### config.mk
export PLATFORM = sky130hd
export DESIGN_NAME = jedro_1_ifu
export DESIGN_NICKNAME = d
export VERILOG_FILES = /design/src/rtl/jedro_1_ifu_pkg.sv /design/src/rtl/jedro_1_ifu_fifo.sv /design/src/rtl/jedro_1_ifu.sv
export SDC_FILE = /design/constraint.sdc
export NUM_CORES = 1
export LEC_CHECK = 0
export CORE_MARGIN = 2
export CORE_UTILIZATION = 36
export CTS_CLUSTER_SIZE = 16
export DETAILED_ROUTE_END_ITERATION = 12
export PLACE_DENSITY = 0.57
export SLEW_MARGIN = 20
export SYNTH_ARGS = -nofsm -noshare
export SYNTH_HDL_FRONTEND = slang
export SYNTH_SLANG_ARGS = --single-unit
export TNS_END_PERCENT = 10
### constraint.sdc
create_clock -name clk_i -period 4.2 [get_ports clk_i]
set_input_delay 1.26 -clock clk_i [delete_from_list [all_inputs] [get_ports clk_i]]
set_output_delay 1.26 -clock clk_i [all_outputs]
set_load 0.01 [all_outputs]
### src/rtl/jedro_1_ifu_pkg.sv
// Shared types and constants for the jedro_1 instruction fetch unit.
package jedro_1_ifu_pkg;

  localparam int unsigned DATA_WIDTH_DEF = 32;
  localparam int unsigned ADDR_WIDTH_DEF = 32;
  localparam int unsigned INSTR_BYTES    = 4;
  localparam logic [ADDR_WIDTH_DEF-1:0] BOOT_ADDR_DEF = 32'h0000_0000;

  // Entry widths are fixed here; the top-level width parameters must match them.
  typedef struct packed {
    logic [ADDR_WIDTH_DEF-1:0] pc;
    logic [DATA_WIDTH_DEF-1:0] instr;
  } fetch_entry_t;

endpackage

### src/rtl/jedro_1_ifu_fifo.sv
// Synchronous prefetch FIFO of fetch entries with flush; push while full is
// accepted only when a pop happens in the same cycle.
module jedro_1_ifu_fifo
  import jedro_1_ifu_pkg::*;
#(
  parameter  int unsigned DEPTH = 4,
  localparam int unsigned AW    = $clog2(DEPTH),
  localparam int unsigned CW    = AW + 1
) (
  input  logic          clk_i,
  input  logic          rst_i,
  input  logic          flush_i,
  input  logic          push_i,
  input  fetch_entry_t  data_i,
  input  logic          pop_i,
  output fetch_entry_t  data_o,
  output logic          full_o,
  output logic          empty_o,
  output logic [CW-1:0] count_o
);

  fetch_entry_t  mem_q [DEPTH];
  logic [AW-1:0] wr_ptr_q, rd_ptr_q;
  logic [CW-1:0] count_q, count_d;
  logic          do_push, do_pop;

  assign full_o  = (count_q == CW'(DEPTH));
  assign empty_o = (count_q == '0);
  assign count_o = count_q;
  assign data_o  = mem_q[rd_ptr_q];

  assign do_pop  = pop_i & ~empty_o & ~flush_i;
  assign do_push = push_i & (~full_o | do_pop) & ~flush_i;

  always_comb begin
    count_d = count_q;
    unique case ({do_push, do_pop})
      2'b10:   count_d = count_q + CW'(1);
      2'b01:   count_d = count_q - CW'(1);
      default: count_d = count_q;
    endcase
  end

  always_ff @(posedge clk_i) begin
    if (rst_i || flush_i) begin
      wr_ptr_q <= '0;
      rd_ptr_q <= '0;
      count_q  <= '0;
    end else begin
      if (do_push) wr_ptr_q <= wr_ptr_q + AW'(1);
      if (do_pop)  rd_ptr_q <= rd_ptr_q + AW'(1);
      count_q <= count_d;
    end
  end

  // Storage needs no reset: the count gates every read.
  always_ff @(posedge clk_i) begin
    if (do_push) mem_q[wr_ptr_q] <= data_i;
  end

endmodule

### src/rtl/jedro_1_ifu.sv
// jedro_1 instruction fetch unit: sequential PC, credit-limited ROM requests,
// prefetch buffering and jump flush/redirect.
module jedro_1_ifu
  import jedro_1_ifu_pkg::*;
#(
  parameter int unsigned           DATA_WIDTH = DATA_WIDTH_DEF,
  parameter int unsigned           ADDR_WIDTH = ADDR_WIDTH_DEF,
  parameter logic [ADDR_WIDTH-1:0] BOOT_ADDR  = BOOT_ADDR_DEF,
  parameter int unsigned           FIFO_DEPTH = 4
) (
  input  logic                  clk_i,
  input  logic                  rst_i,
  output logic                  instr_en_o,
  output logic [ADDR_WIDTH-1:0] instr_addr_o,
  input  logic [DATA_WIDTH-1:0] instr_rdata_i,
  input  logic                  jmp_i,
  input  logic [ADDR_WIDTH-1:0] jmp_addr_i,
  output logic                  dec_valid_o,
  input  logic                  dec_ready_i,
  output logic [DATA_WIDTH-1:0] dec_instr_o,
  output logic [ADDR_WIDTH-1:0] dec_pc_o
);

  localparam int unsigned CW = $clog2(FIFO_DEPTH) + 1;

  logic [ADDR_WIDTH-1:0] pc_q, pc_d;
  logic [ADDR_WIDTH-1:0] req_pc_q, req_pc_d;
  logic                  inflight_q, inflight_d;
  logic                  drop_q, drop_d;

  logic                  fetch_req, push, pop;
  logic [CW-1:0]         count;
  logic [CW:0]           credit_used;
  logic                  fifo_full, fifo_empty;
  fetch_entry_t          push_entry, head_entry;

  // An outstanding request reserves a slot so its response can never overflow.
  assign credit_used = {1'b0, count} + {{CW{1'b0}}, inflight_q};
  assign fetch_req   = ~rst_i & ~fifo_full & (credit_used < (CW+1)'(FIFO_DEPTH));

  assign push = inflight_q & ~drop_q & ~jmp_i;
  assign pop  = ~fifo_empty & dec_ready_i;

  assign push_entry.pc    = req_pc_q;
  assign push_entry.instr = instr_rdata_i;

  always_comb begin
    pc_d       = pc_q;
    req_pc_d   = req_pc_q;
    inflight_d = fetch_req;
    drop_d     = 1'b0;
    if (fetch_req) begin
      pc_d     = pc_q + ADDR_WIDTH'(INSTR_BYTES);
      req_pc_d = pc_q;
    end
    // A redirect overrides the sequential PC and orphans any outstanding response.
    if (jmp_i) begin
      pc_d       = jmp_addr_i & ~ADDR_WIDTH'(INSTR_BYTES - 1);
      inflight_d = 1'b0;
      drop_d     = 1'b1;
    end
  end

  always_ff @(posedge clk_i) begin
    if (rst_i) begin
      pc_q       <= BOOT_ADDR;
      req_pc_q   <= '0;
      inflight_q <= 1'b0;
      drop_q     <= 1'b0;
    end else begin
      pc_q       <= pc_d;
      req_pc_q   <= req_pc_d;
      inflight_q <= inflight_d;
      drop_q     <= drop_d;
    end
  end

  jedro_1_ifu_fifo #(
    .DEPTH (FIFO_DEPTH)
  ) u_fifo (
    .clk_i   (clk_i),
    .rst_i   (rst_i),
    .flush_i (jmp_i),
    .push_i  (push),
    .data_i  (push_entry),
    .pop_i   (pop),
    .data_o  (head_entry),
    .full_o  (fifo_full),
    .empty_o (fifo_empty),
    .count_o (count)
  );

  assign instr_en_o   = fetch_req;
  assign instr_addr_o = pc_q;
  assign dec_valid_o  = ~fifo_empty;
  assign dec_instr_o  = fifo_empty ? '0 : head_entry.instr;
  assign dec_pc_o     = fifo_empty ? '0 : head_entry.pc;

endmodule
Word level (Yosys, flattened, before mapping)
Memories as Yosys holds them, arrays and structs flattened. A register that Yosys moved wholly into a read port is not among the register bits.
Index checks and enable logic that the tools add are counted.
{ "totals": {"reg_bits": 73, "ramBits": 256, "out_inout_bits": 98, "n_memories": 1} }
{ "mem_list": {"columns": ["memory", "depth", "word_bits", "read_ports", "rd_ports_with_merged_regs", "write_ports", "line_no", "source"], "rows": [
  ["u_fifo.mem_q", 4, 64, 1, 1, 1, "jedro_1_ifu_fifo.sv:22", "fetch_entry_t mem_q [DEPTH];"]
]} }
{ "op_classes": {"addsub": 6, "order_cmp": 1, "n_eq_ne": 3, "n_mux": 10, "bitwise_logic": 15, "reduce_logical": 5} }
{ "ops": {"columns": ["op", "n"], "rows": [
  ["two-way mux 32 bit", 4],
  ["adder 32 x 3 -> 32 bit, second input constant", 1],
  ["AND 1 bit", 9],
  ["case mux 3 bit (2 select lines)", 1],
  ["NOT 1 bit", 5],
  ["adder 2 x 1 -> 2 bit, second input constant", 2],
  ["adder 3 x 1 -> 4 bit", 1],
  ["less-than comparator 4 x 3 -> 1 bit, second input constant", 1],
  ["two-way mux 2 bit", 2],
  ["nonzero test 2 bit", 2],
  ["adder 3 x 1 -> 3 bit, second input constant", 1],
  ["== test 3 bit, second input constant", 1],
  ["logical NOT 3 bit", 1],
  ["two-way mux 1 bit", 3],
  ["subtractor 3 x 1 -> 3 bit, second input constant", 1],
  ["== test 2 x 1 -> 1 bit, second input constant", 1],
  ["== test 2 bit, second input constant", 1],
  ["OR reduction 2 bit", 1],
  ["logical OR 1 bit", 1],
  ["bitwise OR 1 bit", 1]
]} }

Depth between registers and ports, before layout
{ "depth": {"ltp_word": 10, "mapped_depth": 10} }

Cells and area by module
A second synthesis with hierarchy kept.
{ "unflattened": {"hier_cells": 864, "area_unflattened_um2": 13221.4} }
{ "by_module_without_submodules": {"columns": ["module", "n_inst", "cells_per_inst", "area_each_um2", "seq_area_each_um2"], "rows": [
  ["jedro_1_ifu_fifo", 1, 391, 9706.8, 7867.5],
  ["jedro_1_ifu", 1, 473, 3514.6, 1241.2]
]} }

Worst setup path before layout
No wires, ideal clock.
{ "synth_timing": {"path_type": "input port to flip-flop", "from": "in jmp_i", "to": "mem u_fifo.mem_q[1][0] (netlist bit) (enable)", "setup_time_ns": 0.426, "t_arrival_ns": 3.779, "setup_slack_ns": -0.005, "cell_stages": 3, "n_path_buf": 1, "path_cell_list": "clkbuf_1 -> nor4b_1 -> and2_1"} }
{ "synth_between": {"elab_chain_cells": 7, "elab_cells_between_ends": 8} }
{ "synth_lines": {"columns": ["item", "line_no", "source"], "rows": [
  ["start, declared", "jedro_1_ifu.sv:16", "input logic jmp_i,"],
  ["NOT 1 bit (*)", "jedro_1_ifu_fifo.sv:32, jedro_1_ifu_fifo.sv:33, jedro_1_ifu.sv:41", null],
  ["AND 1 bit", "jedro_1_ifu_fifo.sv:32", "assign do_pop = pop_i & ~empty_o & ~flush_i;"],
  ["bitwise OR 1 bit", "jedro_1_ifu_fifo.sv:33", "assign do_push = push_i & (~full_o | do_pop) & ~flush_i;"],
  ["AND 1 bit", "jedro_1_ifu_fifo.sv:33", null],
  ["AND 1 bit (*)", "jedro_1_ifu_fifo.sv:33", null],
  ["two-way mux 1 bit (*)", "jedro_1_ifu_fifo.sv:58", "if (do_push) mem_q[wr_ptr_q] <= data_i;"],
  ["two-way mux 1 bit (not written as such) (*)", "jedro_1_ifu_fifo.sv:58", null],
  ["end, declared", "jedro_1_ifu_fifo.sv:22", null]
]} }
Every way passes the cells marked *; elsewhere a longest branch is shown, timed or not.

==> metrics.csv <==
metric;value;unit
cp_slowest_cell;mux4_2;
critPathMaxFanout;33;
synthFlopType;edfxtp_1;
final_nets;1046;
fin_crit;3.83;ns
hp-class;flip-flop to flip-flop;
fillers;3102;
setup_viol;0;
layout_common_cells;edfxtp_1, clkdlybuf4s50_1, dfxtp_1, and2_1, mux4_2;
grt_max_degree;66;
crit_path_start_kind;flip-flop;
hold_ws;0.505;ns
drtAntennaViolNets;0;
crit_chain;buf_12 > mux4_2 > and2_1 > clkdlybuf4s50_1;
hpwl;16.9;mm
synth_area_leader_cell;edfxtp_1;
critPathKind;flip-flop to output port;
synthArstFlopShare;0;%
peakVddDrop;0.000253;V
status;complete, no violations;
rows;69;
cp_slowest_stage_delay;0.55;ns
cts-hold-fix-buffers;0;
rsz0062_at_grt;no;
overflow;0;
numCtsBuffers;36;
numClockSinks;319;
grtUsageTotal;14.9;%
antenna_cells;0;
ys_ff_latch;319;
placed_area;15000;sq um
fin_skew;0.0129;ns
relSlewSlack;58.4;%
syn-mean-instance-area;15.9;sq um
min_period_over_period;91.3;%
slew_violations;0;
leakage;5.16;nW
cts_tree;done;
gp_congestion;0.819;
area_growth;25.6;%
cts_resized;0;
fin_ws;0.367;ns
wl_per_cell;18.8;um
fin_util;45.6;%
fmax;261;MHz
synth_area_leaders;edfxtp_1, dfxtp_1, mux4_2;
vias_per_cell;4.97;
core_area;35300;sq um
yosys.area.top_type_share;58.0;%
h-tree-depth;2;
power_density;422;nW/um^2
cts_setup_buffers;0;
die_area;37200;sq um
num_vias;7254;
hold_violations;0;
port_buffers;159;
fp.dieH;193;um
netlist_area;12800;sq um
crit_path_end_kind;output port;
drc;0;
clk_path_buf_depth;3;
cpLargestDelayFamily;buffers and inverters;
worst_pin_slew;0.623;ns
fp.dieW;193;um
initial_core_util;36.3;%
required;2.94;ns
drv_cap;0;
fin_area;16100;sq um
critical_path_arrival;2.57;ns
synth_seq_area_share;69.1;%
grt_pass1_vias;7333;
netlist_instances;807;
grt_pass1_wl;42.3;mm
pre_cts_ws;0.431;ns
pin_count;166;
synth-edff-count;248;
yosys.cell_types.count;53;
drtPass1Iterations;4;
clk_latency;0.51;ns
antenna_found_initial;0;
layout_commonest_cell;edfxtp_1;
drt-total-wl;27.5;mm
synth_warnings;0;
cp_num_buf_inv;2;
clkTransAtPathRegs;0.06;ns
drive_gt1_share;15.8;%
drt_iter0_markers;359;
cts-root-buf;clkbuf_16;
cells in the mapped netlist, drive strengths merged, types with 2 or more instances:
cell type,count
a211oi,10
a21oi,6
a311oi,14
a32oi,3
and2,67
and3,2
and4,8
buf,11
clkbuf,44
dfxtp,71
edfxtp,248
ha,6
inv,15
mux4,62
nand2,42
nand2b,25
nand3,16
nand3b,5
nand4,8
nor2,35
nor3,6
nor4,3
nor4b,3
o211ai,4
o21ai,35
o31ai,12
or2,3
or3,5
or4,12
xnor2,6
xor2,7
worst paths after layout:
check | depth (start not counted) | to | slack, ns | from
worst max register to register | 8 | u_fifo.count_o[2]$_SDFFE_PP0P_ | 1.64 | u_fifo.count_o[0]$_SDFFE_PP0P_
worst min register to register | 0 | u_fifo.mem_q[0][61]$_DFFE_PP_ | 0.50 | req_pc_q[29]$_SDFFE_PP0P_
worst min-delay path | 0 | u_fifo.mem_q[0][61]$_DFFE_PP_ | 0.50 | req_pc_q[29]$_SDFFE_PP0P_
worst max-delay path | 4 | dec_instr_o[3] | 0.37 | flip-flop
cell families after synthesis:
family,synth area share (%)
AO/OA/AOI/OAI,4.64
XOR/XNOR,0.887
adder cells (fa/ha/maj),0.741
buffers and inverters,2.93
flip-flops,69.1
multiplexers,11.0
other,0.0292
AND/OR/NAND/NOR,10.7
cell type report:
cell class                      count  area [sq um]  share of cell area, %
Sequential cell                   319          8880                   55.1
Inverter                           15          56.3                  0.349
Clock buffer                       51          1030                   6.38
Timing Repair Buffer              180          1860                   11.5
Multi-Input combinational cell    419          3610                   22.4
Tap cell                          461           577                   3.58
Clock inverter                     14           109                  0.675
worst reg2reg max path, stage by stage, from the launching register on:
cell and delay [ns]:
dfxtp_1 0.42, or3_4 0.55, and3_1 0.31, ha_1 0.20, inv_1 0.06, fa_1 0.37
xor2_1 0.16, or3_1 0.30, a21oi_1 0.13
registers in the layout, indices dropped and copies added (netlist names), named ones only:
signal	cells
u_fifo.count_o	3
req_pc_q	30
inflight_q	1
u_fifo.wr_ptr_q	2
u_fifo.mem_q	248
instr_addr_o	30
u_fifo.rd_ptr_q	2
drop_q	1
layer usage:
layer | global-route usage [%] | routed length [um]
met1 | 21.3 | 13100
met2 | 23.4 | 12400
met3 | 2.89 | 1410
met4 | 4.08 | 545
met5 | 0 | 0
stage by stage:
| step | instances | power [mW] | TNS, ns |
|---|---|---|---|
| 2_1_floorplan | 810 | 3.72 | -0.870 |
| 3_3_place_gp | 1394 | 3.90 | 0 |
| 3_5_place_dp | 1394 | 3.91 | 0 |
| 4_1_cts | 1459 | 6.90 | 0 |
| 5_1_grt | 1459 | 7.05 | 0 |
| 6_report | 1459 | 6.80 | 0 |
where the power goes:
| part | total, mW | leakage [nW] | switching (mW) | internal [mW] |
|---|---|---|---|---|
| registers | 3.54 | 2.87 | 0.0729 | 3.46 |
| clock network | 2.96 | 0.557 | 1.19 | 1.77 |
| logic | 0.302 | 1.73 | 0.138 | 0.164 |
| total | 6.80 | 5.16 | 1.40 | 5.40 |
(Power assumes the default switching activity.)
